File: config.mk
export PLATFORM = sky130hd
export DESIGN_NAME = sram_arbiter
export DESIGN_NICKNAME = d
export VERILOG_FILES = /design/src/rtl/sram_arbiter.sv
export SDC_FILE = /design/constraint.sdc
export NUM_CORES = 1
export LEC_CHECK = 0
export CAP_MARGIN = 20
export CORE_MARGIN = 5
export CORE_UTILIZATION = 45
export CTS_BUF_LIST = sky130_fd_sc_hd__clkbuf_16
export CTS_CLUSTER_DIAMETER = 120
export DETAILED_ROUTE_END_ITERATION = 7
export MAX_ROUTING_LAYER = met4
export PLACE_DENSITY = 0.86
export REMOVE_ABC_BUFFERS = 1
export SLEW_MARGIN = 20
export SYNTH_ARGS = -nofsm -noshare
export SYNTH_HDL_FRONTEND = slang
export SYNTH_SLANG_ARGS = --single-unit
File: constraint.sdc
create_clock -name clk -period 3.8 [get_ports clk]
set_clock_uncertainty 0.1 [all_clocks]
set_input_delay 0.76 -clock clk [delete_from_list [all_inputs] [get_ports clk]]
set_output_delay 0.76 -clock clk [all_outputs]
set_load 0.01 [all_outputs]
File: src/rtl/sram_arbiter.sv
// Two-master round-robin arbiter for a single asynchronous SRAM port.
// Each access is sequenced IDLE -> SETUP -> [WAIT...] -> DONE with registered bus outputs.
module sram_arbiter #(
    parameter int unsigned ADDR_WIDTH  = 16,
    parameter int unsigned DATA_WIDTH  = 8,
    parameter int unsigned WAIT_STATES = 0
) (
    input  logic                  clk,
    input  logic                  rst,
    input  logic                  m0_req,
    input  logic                  m0_read,
    input  logic [ADDR_WIDTH-1:0] m0_addr,
    input  logic [DATA_WIDTH-1:0] m0_wdata,
    output logic [DATA_WIDTH-1:0] m0_rdata,
    output logic                  m0_ack,
    input  logic                  m1_req,
    input  logic                  m1_read,
    input  logic [ADDR_WIDTH-1:0] m1_addr,
    input  logic [DATA_WIDTH-1:0] m1_wdata,
    output logic [DATA_WIDTH-1:0] m1_rdata,
    output logic                  m1_ack,
    output logic [1:0]            gnt,
    output logic [ADDR_WIDTH-1:0] mem_addr,
    output logic [DATA_WIDTH-1:0] mem_dout,
    input  logic [DATA_WIDTH-1:0] mem_din,
    output logic                  mem_rw,
    output logic                  mem_cs_n
);

    typedef enum logic [1:0] {
        S_IDLE,
        S_SETUP,
        S_WAIT,
        S_DONE
    } state_t;

    localparam logic [3:0] WS_LOAD = 4'((WAIT_STATES > 0) ? WAIT_STATES - 1 : 0);

    state_t                state_q, state_d;
    logic                  last_q, last_d;
    logic [3:0]            cnt_q, cnt_d;
    logic [1:0]            gnt_d;
    logic                  m0_ack_d, m1_ack_d;
    logic [DATA_WIDTH-1:0] m0_rdata_d, m1_rdata_d;
    logic [ADDR_WIDTH-1:0] mem_addr_d;
    logic [DATA_WIDTH-1:0] mem_dout_d;
    logic                  mem_rw_d, mem_cs_n_d;
    logic                  pick1;
    logic                  finish;

    always_comb begin
        state_d    = state_q;
        last_d     = last_q;
        cnt_d      = cnt_q;
        gnt_d      = gnt;
        m0_ack_d   = 1'b0;
        m1_ack_d   = 1'b0;
        m0_rdata_d = m0_rdata;
        m1_rdata_d = m1_rdata;
        mem_addr_d = mem_addr;
        mem_dout_d = mem_dout;
        mem_rw_d   = mem_rw;
        mem_cs_n_d = mem_cs_n;
        finish     = 1'b0;
        // On a tie, master 1 wins only if master 0 was served last.
        pick1      = m1_req && (!m0_req || !last_q);

        case (state_q)
            S_IDLE: begin
                if (m0_req || m1_req) begin
                    last_d     = pick1;
                    gnt_d      = pick1 ? 2'b10 : 2'b01;
                    mem_addr_d = pick1 ? m1_addr  : m0_addr;
                    mem_dout_d = pick1 ? m1_wdata : m0_wdata;
                    mem_rw_d   = pick1 ? m1_read  : m0_read;
                    mem_cs_n_d = 1'b0;
                    state_d    = S_SETUP;
                end
            end
            S_SETUP: begin
                if (WAIT_STATES == 0) begin
                    finish = 1'b1;
                end else begin
                    cnt_d   = WS_LOAD;
                    state_d = S_WAIT;
                end
            end
            S_WAIT: begin
                if (cnt_q == 4'd0) begin
                    finish = 1'b1;
                end else begin
                    cnt_d = cnt_q - 4'd1;
                end
            end
            S_DONE: begin
                state_d = S_IDLE;
            end
            default: begin
                state_d = S_IDLE;
            end
        endcase

        // Completion edge: mem_rw still holds the latched read flag and gnt the owner.
        if (finish) begin
            state_d = S_DONE;
            if (mem_rw) begin
                if (gnt[0]) m0_rdata_d = mem_din;
                if (gnt[1]) m1_rdata_d = mem_din;
            end
            m0_ack_d   = gnt[0];
            m1_ack_d   = gnt[1];
            mem_cs_n_d = 1'b1;
            mem_rw_d   = 1'b1;
            gnt_d      = 2'b00;
        end
    end

    always_ff @(posedge clk or negedge rst) begin
        if (!rst) begin
            state_q  <= S_IDLE;
            last_q   <= 1'b1;
            cnt_q    <= '0;
            gnt      <= 2'b00;
            m0_ack   <= 1'b0;
            m1_ack   <= 1'b0;
            m0_rdata <= '0;
            m1_rdata <= '0;
            mem_addr <= '0;
            mem_dout <= '0;
            mem_rw   <= 1'b1;
            mem_cs_n <= 1'b1;
        end else begin
            state_q  <= state_d;
            last_q   <= last_d;
            cnt_q    <= cnt_d;
            gnt      <= gnt_d;
            m0_ack   <= m0_ack_d;
            m1_ack   <= m1_ack_d;
            m0_rdata <= m0_rdata_d;
            m1_rdata <= m1_rdata_d;
            mem_addr <= mem_addr_d;
            mem_dout <= mem_dout_d;
            mem_rw   <= mem_rw_d;
            mem_cs_n <= mem_cs_n_d;
        end
    end

endmodule

Yosys cells after proc, flatten, opt, wreduce, memory -nomap -nowiden
Index checks and enable logic that the tools add are counted.
Widths: inputs -> output; s select.
{ "word_totals": {"elab_cells": 54, "output_inout_bits": 46, "ff_bits": 53} }
{ "classes": {"n_reduce_logical": 16, "bitwise_logic": 1, "n_mux": 20, "eq_ne": 4, "addsub": 1} }
{ "op_table": {"columns": ["op", "count"], "rows": [
  ["$mux 16", 1],
  ["$mux 2", 6],
  ["$mux 1", 10],
  ["$mux 8", 1],
  ["$reduce_and 2->1", 4],
  ["$reduce_and 3->1", 2],
  ["$eq 2x2->1 const B", 2],
  ["$logic_not 4->1", 1],
  ["$pmux 2 s2", 1],
  ["$reduce_bool 2->1", 2],
  ["$sub 4x1->4 const B", 1],
  ["$ne 3x3->1 const B", 1],
  ["$reduce_bool 3->1", 1],
  ["$eq 2x1->1 const B", 1],
  ["$logic_not 1->1", 2],
  ["$logic_not 2->1", 1],
  ["$logic_or 1x1->1", 2],
  ["$pmux 1 s2", 1],
  ["$logic_and 1x1->1", 1],
  ["$not 1->1", 1]
]} }

Depth between registers and ports, before layout
Gate-level depths: netlist of run 1.
{ "depth": {"word_depth": 7, "ltp_mapped": 7, "ltp_nobuf": 6} }

Least setup slack after synthesis of run 1
No wires, ideal clock.
{ "synth_path": {"kind": "reg-to-reg", "startpoint": "register state_q[0]", "endpoint": "register m0_rdata[0]", "required_time_ns": 3.575, "path_stages_with_launch": 8, "slack_ns": 1.940, "n_path_buf": 1, "arrival_ns": 1.635, "path_cell_list": "dfrtp_1 inv_1 ha_1 nor4bb_1 o21a_1 buf_6 nand3_4 mux2_4"} }
{ "synth_between": {"elab_chain_len": 3, "elab_cells_between_ends": 4, "cone_classes": "eq/ne (2); mux (1); reduce/logical (1)"} }
{ "synth_rtl": {"columns": ["item", "line", "rtl"], "rows": [
  ["start, declared", "39", "state_t state_q, state_d;"],
  ["start signal, assigned", "133", "state_q <= state_d;"],
  ["$eq 2x2->1 or $eq 2x1->1 (tied branches)", "68", "case (state_q)"],
  ["$pmux 1 s2 (*)", "68", null],
  ["$reduce_and 3->1 (no source line) (*)", null, null],
  ["end signal, assigned", "139", "m0_rdata <= m0_rdata_d;"],
  ["end, declared", "14", "output logic [DATA_WIDTH-1:0] m0_rdata,"]
]} }
Every way passes the cells marked *; elsewhere a longest branch is shown, timed or not.
A chain may end at the register's enable or synchronous reset.

Final worst setup path of run 1
{ "layout_path": {"startpoint": "input port m1_req", "endpoint": "register mem_addr[0]"} }
{ "layout_between": {"elab_chain_len": 2, "elab_cells_between_ends": 4, "cone_classes": "mux (1); reduce/logical (3)"} }
{ "layout_rtl": {"columns": ["item", "line", "rtl"], "rows": [
  ["start, declared", "16", "input logic m1_req,"],
  ["$logic_and 1x1->1 or $logic_or 1x1->1 (tied branches)", "66, 70", null],
  ["$mux 16 or $reduce_and 2->1 (tied branches)", null, null],
  ["end signal, assigned", "141", "mem_addr <= mem_addr_d;"],
  ["end, declared", "23", "output logic [ADDR_WIDTH-1:0] mem_addr,"]
]} }
Parallel ways exist; a longest one is shown, timed or not.

==> flow_summary.rst, run 1 <==
.. list-table::
   :header-rows: 1

   * - Metric
     - Value
   * - Run status
     - finished clean
   * - Final Hold Fails
     - 0
   * - Quantity of gates resized following cts
     - 0
   * - Largest cells by area after synthesis
     - sky130_fd_sc_hd__dfrtp_1 53%, sky130_fd_sc_hd__mux2i_1 11%, sky130_fd_sc_hd__mux2_2 7.6%
   * - Synth-to-Final Area Change
     - 55.4%
   * - Area of the placeable core
     - between 5000 and 6000 µm²
   * - Required time at the endpoint of the critical path
     - 3860 ps
   * - Post-synth top area share
     - 0.527
   * - Seq cells post-synth
     - 53
   * - Num Clock Sinks
     - 53
   * - Count of buffers from port buffering
     - around 110
   * - Total wire length
     - 5730 µm
   * - Final setup violation count
     - 0
   * - Crit share post-route
     - 0.654
   * - Post-Route Hold Slack
     - approximately 380 ps
   * - Routability-driven placement congestion ratio
     - 0.746
   * - Area of the mapped netlist
     - 2370 µm²
   * - Setup Crit Path Kind
     - input pin to flip-flop
   * - Fraction of power consumed by sequential logic
     - 0.361
   * - Clock-pin slew of the registers on the worst-case setup and hold paths
     - around 70 ps
   * - Launching point of the worst reg2reg path
     - state_q[0]
   * - Number of nets in the layout
     - 372
   * - Clock group share of total power
     - 0.189
   * - Dominant synthesized flop cell
     - sky130_fd_sc_hd__dfrtp_1
   * - Unrepaired setup endpoints after global routing
     - no
   * - Cell count after placement
     - 367
   * - # Post-CTS Setup Buffers
     - 0
   * - Most Used Layer, Global Route
     - met2
   * - Worst Tran Pin Value
     - 614 ps
   * - Relative contribution of combinational cells to total power
     - 0.450
   * - CTS HTree Levels
     - 2
   * - Fraction of the yosys area taken by sequential cells
     - 0.561
   * - Detailed Place HPWL
     - roughly 4500 µm
   * - Total routing resource utilization after global routing
     - 0.185
   * - Switching power as a share of total power
     - 0.320
   * - Starting density of the core
     - 0.464
   * - CTS buffer count
     - 5
   * - Number of distinct library cell variants in the gate-level netlist after synthesis
     - 31
   * - Worst skew pair latency
     - 290 ps
   * - Placement Rows
     - 26
   * - Detailed Routing Iterations Pass 1
     - 4
   * - Mean area per synthesized cell
     - 12.1 µm²
   * - Met2 capacity usage during global routing
     - 0.321
   * - Max Cap Viol
     - 0
   * - Diodes inserted
     - 0
   * - Warnings, synthesis
     - 0
   * - Maximum vdd ir drop
     - 360 µV
   * - Die X
     - 82.6 µm
   * - Top Ports
     - between 100 and 150
   * - Max-slew violation count
     - 0
   * - Highest net fanout along the worst path
     - 17
   * - Die Height
     - 82.6 µm
   * - Stage delay of the slowest cell on the critical path
     - about 580 ps
   * - Met3 track utilization from global routing
     - 0.0488
   * - Global routing met1 resource utilization
     - 0.213
   * - Switching power of the nets
     - about 0.86 mW
   * - Number of buffers on the longest clock path
     - 2
   * - Final standard cell utilization of the core
     - 0.722
   * - Clock Tree Root
     - sky130_fd_sc_hd__clkbuf_16
   * - Global-route wire length before repair
     - 9230 µm
   * - Via count of the first global-routing pass
     - 1987
   * - Most common cell in the synthesized netlist
     - sky130_fd_sc_hd__dfrtp_1
   * - Reported leakage power
     - 1.62 nW
   * - DRC violation count after routing
     - 0
   * - Remaining global-route overflow
     - 0
   * - Crit-path cells
     - clkdlybuf4s50_1 -> a21boi_4 -> buf_4 -> mux2i_1 -> o21ai_0
   * - Library cell with the largest summed area after synthesis
     - sky130_fd_sc_hd__dfrtp_1
   * - Multi-input logic area
     - 993 µm²
   * - Maximum number of pins on one net before global-route repair
     - 34
   * - Relative slew slack
     - 0.590
   * - Die area
     - ~6800 µm²
   * - Critical Path Source Type
     - input pin
   * - Crit path from
     - m1_req
   * - Post-synth EDFFs
     - 0
   * - Fraction of layout instances using a drive strength above 1
     - 0.138
   * - Average wire per standard cell
     - between 15 and 20 µm
   * - Via count normalized by instance count
     - 4.96
   * - Number of inserted filler cells in the final layout
     - 391
   * - Number of DRC violations after detailed-routing iteration 0
     - 52
   * - Sort of element at the end of the critical path
     - flip-flop
   * - Routed Antenna Nets
     - 0
   * - Synth async-reset ratio
     - 1.00
   * - Most common library cells after synthesis
     - 50 x sky130_fd_sc_hd__dfrtp_1, 27 x sky130_fd_sc_hd__nand2_1, 26 x sky130_fd_sc_hd__mux2i_1
   * - Synth Instances
     - a little under 200
   * - Tmin final
     - 2490 ps
   * - Maximum clock rate
     - about 400 MHz
   * - Total internal power
     - 1.83 mW
   * - Via count
     - 1859
   * - Final Instance Count excl. Fillers
     - roughly 380
   * - WP data arrival
     - roughly 2500 ps
   * - CP max stage cell
     - sky130_fd_sc_hd__clkdlybuf4s50_1
   * - Path class of the lowest-slack min-delay path
     - input pin to asynchronous set/reset pin
   * - Power per cell area
     - 728 nW/µm²
   * - Number of hold buffers added after cts
     - 0
   * - CTS tree
     - done
   * - Number of antenna violations at the first check in global routing
     - 0
   * - Footprint of the flip-flops and latches
     - between 1000 and 1500 µm²
-- cell families after synthesis --
kind of cell	share of synthesized area
AO/OA/AOI/OAI	0.0923
adder cells (fa/ha/maj)	0.0316
AND/OR/NAND/NOR	0.0897
multiplexers	0.192
flip-flops	0.561
buffers and inverters	0.0301
XOR/XNOR	0.00369
-- placed cells by master, fill, tap and decap left out, types with 3 or more instances in the layout --
cell type and instances:
sky130_fd_sc_hd__clkdlybuf4s50_1 106, sky130_fd_sc_hd__dfrtp_1 50, sky130_fd_sc_hd__nand2_1 27, sky130_fd_sc_hd__mux2i_1 26, sky130_fd_sc_hd__o21ai_0 24, sky130_fd_sc_hd__mux2_2 16
sky130_fd_sc_hd__ha_1 6, sky130_fd_sc_hd__inv_1 5, sky130_fd_sc_hd__clkbuf_16 5, sky130_fd_sc_hd__nor2_1 4, sky130_fd_sc_hd__dfstp_2 3, sky130_fd_sc_hd__buf_4 3
-- worst paths after layout --
path	endpoint	slack, ps	depth (start not counted)
max	mem_addr[0]	1310	5
min	m0_rdata[4]	380	1
max in group asynchronous	last_q	2390	2
max reg2reg	m0_rdata[0]	1580	6
min reg2reg	mem_addr[1]	380	2
min in group clk	mem_addr[1]	380	2
-- layout make-up --
type | count | share of cell area
clock buffers | 5 | 0.0339
repair buffers | 110 | 0.295
clock inverters | 3 | 0.0119
inverters | 5 | 0.00509
multi-input cells | 129 | 0.269
flip-flops and latches | 53 | 0.361
well taps | 70 | 0.0238
-- routing by layer --
layer	wire length, µm	part of all wire
met1	2320	0.40
met2	2910	0.51
met3	438	0.076
met4	57	0.010
met5	0	0
-- registers in the layout (all words and copies together), names as in the netlist --
register	flops
mem_addr	16
m0_rdata	8
m1_rdata	8
mem_dout	8
cnt_q	4
gnt	2
state_q	2
last_q	1
m0_ack	1
m1_ack	1
mem_cs_n	1
mem_rw	1
-- worst max-delay path: cells and delay by family --
family	cells	cell delay [ps]
multiplexers	1	240
AO/OA/AOI/OAI	2	580
buffers and inverters	2	960
-- power by group through the flow --
stage / Combinational (mW) / Sequential, mW / Clock, mW
after global routing: 1.32 / 0.999 / 0.547
final: 1.21 / 0.968 / 0.508
after floorplan: 0.452 / 1.07 / 0
after detailed placement: 1.22 / 0.976 / 0
after CTS: 1.23 / 0.969 / 0.521
after global placement: 1.18 / 0.965 / 0
-- through the flow --
stage / power, mW / cell area, µm² / setup TNS, ps / setup WS, ps
5_1_grt: 2.87 / 3690 / 0 / 1160
4_1_cts: 2.72 / 3690 / 0 / 1300
6_report: 2.68 / 3690 / 0 / 1310
2_1_floorplan: 1.52 / 2320 / -11790 / -447
3_3_place_gp: 2.15 / 3520 / 0 / 1080
3_5_place_dp: 2.20 / 3520 / 0 / 988
Power figures use the tool's default switching activity.
==> run 2, diff against run 1 <==
--- a/config.mk
+++ b/config.mk
@@ -7,12 +7,12 @@
 export LEC_CHECK = 0
 export CAP_MARGIN = 20
 export CORE_MARGIN = 5
-export CORE_UTILIZATION = 45
+export CORE_UTILIZATION = 41
 export CTS_BUF_LIST = sky130_fd_sc_hd__clkbuf_16
 export CTS_CLUSTER_DIAMETER = 120
 export DETAILED_ROUTE_END_ITERATION = 7
 export MAX_ROUTING_LAYER = met4
-export PLACE_DENSITY = 0.86
+export PLACE_DENSITY = 0.79
 export REMOVE_ABC_BUFFERS = 1
 export SLEW_MARGIN = 20
 export SYNTH_ARGS = -nofsm -noshare
==> constraint.sdc (replaced) <==
create_clock -name clk -period 2.35 [get_ports clk]
set_clock_uncertainty 0.1 [all_clocks]
set_input_delay 0.47 -clock clk [delete_from_list [all_inputs] [get_ports clk]]
set_output_delay 0.47 -clock clk [all_outputs]
set_load 0.01 [all_outputs]
==> flow_summary.rst, run 2 (synthesis gave the netlist of run 1 again) <==
.. list-table::
   :header-rows: 1

   * - Metric
     - Value
   * - Run status
     - finished clean
   * - Maximum clock rate
     - 472 MHz
   * - Setup Total Neg Slack
     - 0 ps
   * - WP data arrival
     - 2220 ps
   * - Synth-to-Final Area Change
     - 56.3%
   * - Area of the placeable core
     - 5570 µm²
   * - Routed Antenna Nets
     - 0
   * - Worst Tran Pin Value
     - roughly 640 ps
   * - Fraction of power consumed by sequential logic
     - 0.366
   * - Crit share post-route
     - 0.902
   * - Tmin final
     - 2120 ps
   * - Reg with most FFs
     - mem_addr
   * - Switching power of the nets
     - ~1.4 mW
   * - CTS buffer count
     - 5
   * - Die X
     - 86.1 µm
   * - DRC violation count after routing
     - 0
   * - # Post-CTS Setup Buffers
     - 0
   * - Final setup violation count
     - 0
   * - Die area
     - 7410 µm²
   * - Average wire per standard cell
     - 14.1 µm
   * - Path class of the lowest-slack min-delay path
     - input pin to asynchronous set/reset pin
   * - Max Cap Viol
     - 0
   * - Number of inserted filler cells in the final layout
     - around 450
   * - Flip-flop count of the largest register, all copies and words added
     - 16
   * - Num Clock Sinks
     - 53
   * - Total wire length
     - approximately 5400 µm
   * - Via count normalized by instance count
     - 4.79
   * - Highest net fanout along the worst path
     - 6
   * - Top Ports
     - 108
   * - Placement Rows
     - 27
   * - Quantity of gates resized following cts
     - 0
   * - Max-slew violation count
     - 0
   * - Register-to-Register Setup Slack
     - between 200 and 250 ps
   * - Number of DRC violations after detailed-routing iteration 0
     - 37
   * - Detailed Routing Iterations Pass 1
     - 3
   * - Final standard cell utilization of the core
     - 0.665
   * - Detailed Place HPWL
     - 4210 µm
   * - Setup Crit Path Kind
     - flip-flop to flip-flop
   * - Most common cell after layout, fill and taps aside
     - sky130_fd_sc_hd__clkdlybuf4s50_1
   * - Clock group share of total power
     - 0.174
   * - CTS tree
     - done
   * - Starting density of the core
     - 0.426
   * - Worst skew pair latency
     - 290 ps
   * - Diodes inserted
     - 0
   * - Commonest cells after routing, fill and taps aside
     - 106 x sky130_fd_sc_hd__clkdlybuf4s50_1, 50 x sky130_fd_sc_hd__dfrtp_1, 27 x sky130_fd_sc_hd__nand2_1
   * - Number of buffers on the longest clock path
     - 2
   * - Total internal power
     - 2.88 mW
   * - CTS HTree Levels
     - 2
   * - Unrepaired setup endpoints after global routing
     - no
   * - Count of buffers from port buffering
     - 107
   * - Relative slew slack
     - 0.574
   * - Via count
     - 1822
   * - Reported leakage power
     - 1.62 nW
   * - Remaining global-route overflow
     - 0
   * - Overall power
     - around 4.3 mW
   * - Number of hold buffers added after cts
     - 0
   * - Number of nets in the layout
     - roughly 380
   * - Switching power as a share of total power
     - 0.325
   * - Routability-driven placement congestion ratio
     - 0.742
   * - Required time at the endpoint of the critical path
     - around 2500 ps
   * - Relative contribution of combinational cells to total power
     - 0.460
   * - Maximum vdd ir drop
     - between 600 and 700 µV
   * - Critical Path Source Type
     - flip-flop
   * - Via count of the first global-routing pass
     - 1929
   * - Global-route wire length before repair
     - roughly 9000 µm
   * - Final Hold Fails
     - 0
   * - Sort of element at the end of the critical path
     - flip-flop
   * - Clock-pin slew of the registers on the worst-case setup and hold paths
     - 70 ps
   * - Number of antenna violations at the first check in global routing
     - 0
   * - Clock Tree Root
     - sky130_fd_sc_hd__clkbuf_16
   * - Fraction of layout instances using a drive strength above 1
     - 0.146
   * - Power per cell area
     - 1150 nW/µm²
   * - Die Height
     - 86.1 µm
   * - Maximum number of pins on one net before global-route repair
     - 54
   * - Total routing resource utilization after global routing
     - 0.159
-- run 2: cell count changes in the layout (fill, tap and decap cells not counted) --
cell / previous run / this run
sky130_fd_sc_hd__buf_4: 3 / 5
sky130_fd_sc_hd__clkinvlp_4: 0 / 2
sky130_fd_sc_hd__buf_12: 0 / 1
sky130_fd_sc_hd__bufinv_16: 1 / 0
sky130_fd_sc_hd__clkinv_2: 1 / 0
sky130_fd_sc_hd__inv_6: 1 / 0
sky130_fd_sc_hd__inv_8: 0 / 1
-- run 2: cell type report --
type                    count  area (µm²)  share of cell area
flip-flops and latches     53        1330               0.359
repair buffers            113        1120               0.303
multi-input cells         129         993               0.268
clock buffers               5         125              0.0337
well taps                  72        90.1              0.0243
clock inverters             3        26.3             0.00709
inverters                   5        18.8             0.00506
-- run 2: path summary, 6_finish.rpt --
kind                             start     endpoint  cells after the start
hold / removal                     rst  m1_rdata[1]                      2
setup / recovery            state_q[0]   state_q[0]                      7
max in group asynchronous          rst     cnt_q[0]                      2
min in group clk           mem_dout[7]  mem_dout[7]                      2
setup reg to reg            state_q[0]   state_q[0]                      7
hold reg to reg            mem_dout[7]  mem_dout[7]                      2
-- run 2: stage by stage --
| stage | cell area [µm²] | instances | setup slack [ps] | hold slack (ps) |
|---|---|---|---|---|
| 2_1_floorplan | 2320 | 187 | -1610 | 74.4 |
| 3_3_place_gp | 3560 | 372 | 283 | 361 |
| 3_5_place_dp | 3560 | 372 | 218 | 369 |
| 4_1_cts | 3710 | 380 | 215 | 218 |
| 5_1_grt | 3710 | 380 | 121 | 245 |
| 6_report | 3710 | 380 | 230 | 179 |
-- run 2: metal layers --
metal,GRT usage,part of all wire,up-vias
li1,-,-,901
met1,0.183,0.40,836
met2,0.263,0.49,74
met3,0.0519,0.091,11
met4,0.0460,0.020,0
met5,-,0,-
-- run 2: power groups by stage --
| stage | Sequential, mW | Clock, mW | Combinational (mW) |
|---|---|---|---|
| after floorplan | 1.73 | 0 | 0.730 |
| after global placement | 1.57 | 0 | 1.96 |
| after detailed placement | 1.58 | 0 | 2.00 |
| after CTS | 1.57 | 0.764 | 2.01 |
| after global routing | 1.63 | 0.798 | 2.16 |
| final | 1.56 | 0.744 | 1.97 |
-- run 2: worst max-delay path, stage by stage (launching register included) --
cell and delay (ps):
sky130_fd_sc_hd__dfrtp_1 420, sky130_fd_sc_hd__inv_1 120, sky130_fd_sc_hd__ha_1 200, sky130_fd_sc_hd__nor4bb_1 300, sky130_fd_sc_hd__o21a_1 320, sky130_fd_sc_hd__buf_4 200
sky130_fd_sc_hd__and2b_2 220, sky130_fd_sc_hd__mux2i_1 160
==> run 3, diff against run 2 <==
--- a/config.mk
+++ b/config.mk
@@ -11,6 +11,7 @@
 export CTS_BUF_LIST = sky130_fd_sc_hd__clkbuf_16
 export CTS_CLUSTER_DIAMETER = 120
 export DETAILED_ROUTE_END_ITERATION = 7
+export GPL_TIMING_DRIVEN = 0
 export MAX_ROUTING_LAYER = met4
 export PLACE_DENSITY = 0.79
 export REMOVE_ABC_BUFFERS = 1
==> flow_summary.rst, run 3 (synthesis gave the netlist of run 1 again) <==
.. list-table::
   :header-rows: 1

   * - Metric
     - Value
   * - Required time at the endpoint of the critical path
     - roughly 2400 ps
   * - Clock-pin slew of the registers on the worst-case setup and hold paths
     - about 70 ps
   * - Count of buffers from port buffering
     - 107
   * - Setup Crit Path Kind
     - flip-flop to flip-flop
   * - Final Worst Setup Slack
     - 144 ps
   * - Worst setup path endpoint
     - m0_rdata[0]
   * - Depth of the worst register-to-register path
     - 6
   * - Worst Tran Pin Value
     - approximately 650 ps
   * - Average wire per standard cell
     - 14.3 µm
   * - Die area
     - around 7400 µm²
   * - Path class of the lowest-slack min-delay path
     - input pin to asynchronous set/reset pin
   * - Critical Path Source Type
     - flip-flop
   * - Maximum number of pins on one net before global-route repair
     - 54
   * - CTS buffer count
     - 5
   * - Fraction of layout instances using a drive strength above 1
     - 0.135
   * - Reg with most FFs
     - mem_addr
   * - Number of hold buffers added after cts
     - 0
   * - Worst skew pair latency
     - slightly below 300 ps
   * - WP data arrival
     - 2280 ps
   * - Flip-flop count of the largest register, all copies and words added
     - 16
   * - Diodes inserted
     - 0
   * - Via count of the first global-routing pass
     - between 1500 and 2000
   * - Area of the placeable core
     - 5570 µm²
   * - Crit path from
     - state_q[0]
   * - CTS HTree Levels
     - 2
   * - Relative slew slack
     - 0.570
   * - Reported leakage power
     - 1.63 nW
   * - DRC violation count after routing
     - 0
   * - Quantity of gates resized following cts
     - 0
   * - Top Ports
     - 108
   * - Crit share post-route
     - 0.939
   * - Clock Tree Root
     - sky130_fd_sc_hd__clkbuf_16
   * - Highest net fanout along the worst path
     - 10
   * - Launching point of the worst reg2reg path
     - state_q[0]
   * - Final cell area excluding filler cells
     - roughly 3700 µm²
   * - Maximum vdd ir drop
     - 494 µV
   * - Most common cell after layout, fill and taps aside
     - sky130_fd_sc_hd__clkdlybuf4s50_1
   * - Total routing resource utilization after global routing
     - 0.155
   * - Global-route wire length before repair
     - 8720 µm
   * - Routed Antenna Nets
     - 0
   * - Routability-driven placement congestion ratio
     - a little over 0.7
   * - Via count
     - approximately 1800
   * - # Post-CTS Setup Buffers
     - 0
   * - Remaining global-route overflow
     - 0
   * - CTS tree
     - done
   * - Number of buffers on the longest clock path
     - 2
   * - Final Hold Fails
     - 0
   * - Cell area reported after detailed placement
     - around 3600 µm²
   * - Max Cap Viol
     - 0
   * - Final setup violation count
     - 0
   * - Post-Place Setup Slack
     - -64.1 ps
   * - Via count normalized by instance count
     - between 4 and 5
   * - Sort of element at the end of the critical path
     - flip-flop
   * - Die Height
     - around 86 µm
   * - Power per cell area
     - approximately 1200 nW/µm²
   * - Number of nets in the layout
     - roughly 370
   * - Tmin final
     - about 2200 ps
   * - Number of DRC violations after detailed-routing iteration 0
     - 44
   * - Run status
     - finished clean
   * - Max-slew violation count
     - 0
   * - Num Clock Sinks
     - 53
   * - Detailed Routing Iterations Pass 1
     - 4
   * - Unrepaired setup endpoints after global routing
     - no
   * - Placement Rows
     - 27
   * - Maximum clock rate
     - ~450 MHz
   * - Starting density of the core
     - 0.426
   * - Total wire length
     - 5390 µm
   * - Register-to-Register Setup Slack
     - 140 ps
   * - Die X
     - roughly 86 µm
   * - Commonest cells after routing, fill and taps aside
     - 106 x sky130_fd_sc_hd__clkdlybuf4s50_1, 50 x sky130_fd_sc_hd__dfrtp_1, 27 x sky130_fd_sc_hd__nand2_1
   * - Number of antenna violations at the first check in global routing
     - 0
   * - Synth-to-Final Area Change
     - 57.2%
   * - Detailed Place HPWL
     - between 4000 and 5000 µm
   * - Endpoint of the worst register-to-register path
     - m0_rdata[0]
run 3: cell count changes in the layout (fill, tap and decap cells not counted), sizes merged:
cell / before / now
clkinvlp: 2 / 1
bufinv: 0 / 1
buf: 7 / 3
run 3: critical path, cell delays in order (launching register included):
cell and delay [ps]:
sky130_fd_sc_hd__dfrtp_1 420, sky130_fd_sc_hd__inv_1 110, sky130_fd_sc_hd__ha_1 210, sky130_fd_sc_hd__nor4bb_1 280
sky130_fd_sc_hd__o21a_1 420, sky130_fd_sc_hd__nand3_4 210, sky130_fd_sc_hd__mux2_4 340
run 3: how the worst min path moves through the flow:
stage            startpoint      endpoint  slack (ps)  cells after the start
2_1_floorplan           rst      cnt_q[0]          70                      0
3_3_place_gp    mem_dout[0]   mem_dout[0]         360                      2
3_5_place_dp   mem_addr[14]  mem_addr[14]         370                      2
4_1_cts                 rst   m0_rdata[3]         130                      1
5_1_grt                 rst   m1_rdata[0]         170                      1
6_report                rst   m1_rdata[3]         100                      1
run 3: layout make-up:
class / instances / area [µm²]
inverters: 5 / 18.8
multi-input cells: 129 / 993
fillers: 431 / 1840
flip-flops and latches: 53 / 1330
repair buffers: 109 / 1120
clock inverters: 3 / 48.8
clock buffers: 5 / 125
well taps: 72 / 90.1
run 3: power breakdown:
| group | switching (mW) | internal, mW | total (mW) |
|---|---|---|---|
| sequential | 0.231 | 1.33 | 1.56 |
| combinational | 0.828 | 1.15 | 1.98 |
| clock | 0.331 | 0.510 | 0.841 |
run 3: per-layer routing:
| metal | vias to the layer above | track usage | routed length, µm |
|---|---|---|---|
| li1 | 889 | - | - |
| met1 | 826 | 0.178 | 2220 |
| met2 | 72 | 0.261 | 2660 |
| met3 | 7 | 0.0442 | 428 |
| met4 | 0 | 0.0475 | 84 |
| met5 | - | - | 0 |
run 3: through the flow:
stage / instances / utilization / power [mW] / hold slack [ps] / TNS, ps
2_1_floorplan: 187 / - / 2.46 / 74.4 / -43170
3_3_place_gp: 366 / 0.624 / 3.48 / 359 / -126770
3_5_place_dp: 368 / 0.638 / 3.58 / 369 / -269
4_1_cts: 376 / 0.669 / 4.44 / 132 / 0
5_1_grt: 376 / 0.669 / 4.68 / 165 / 0
6_report: 376 / 0.669 / 4.38 / 97.2 / 0
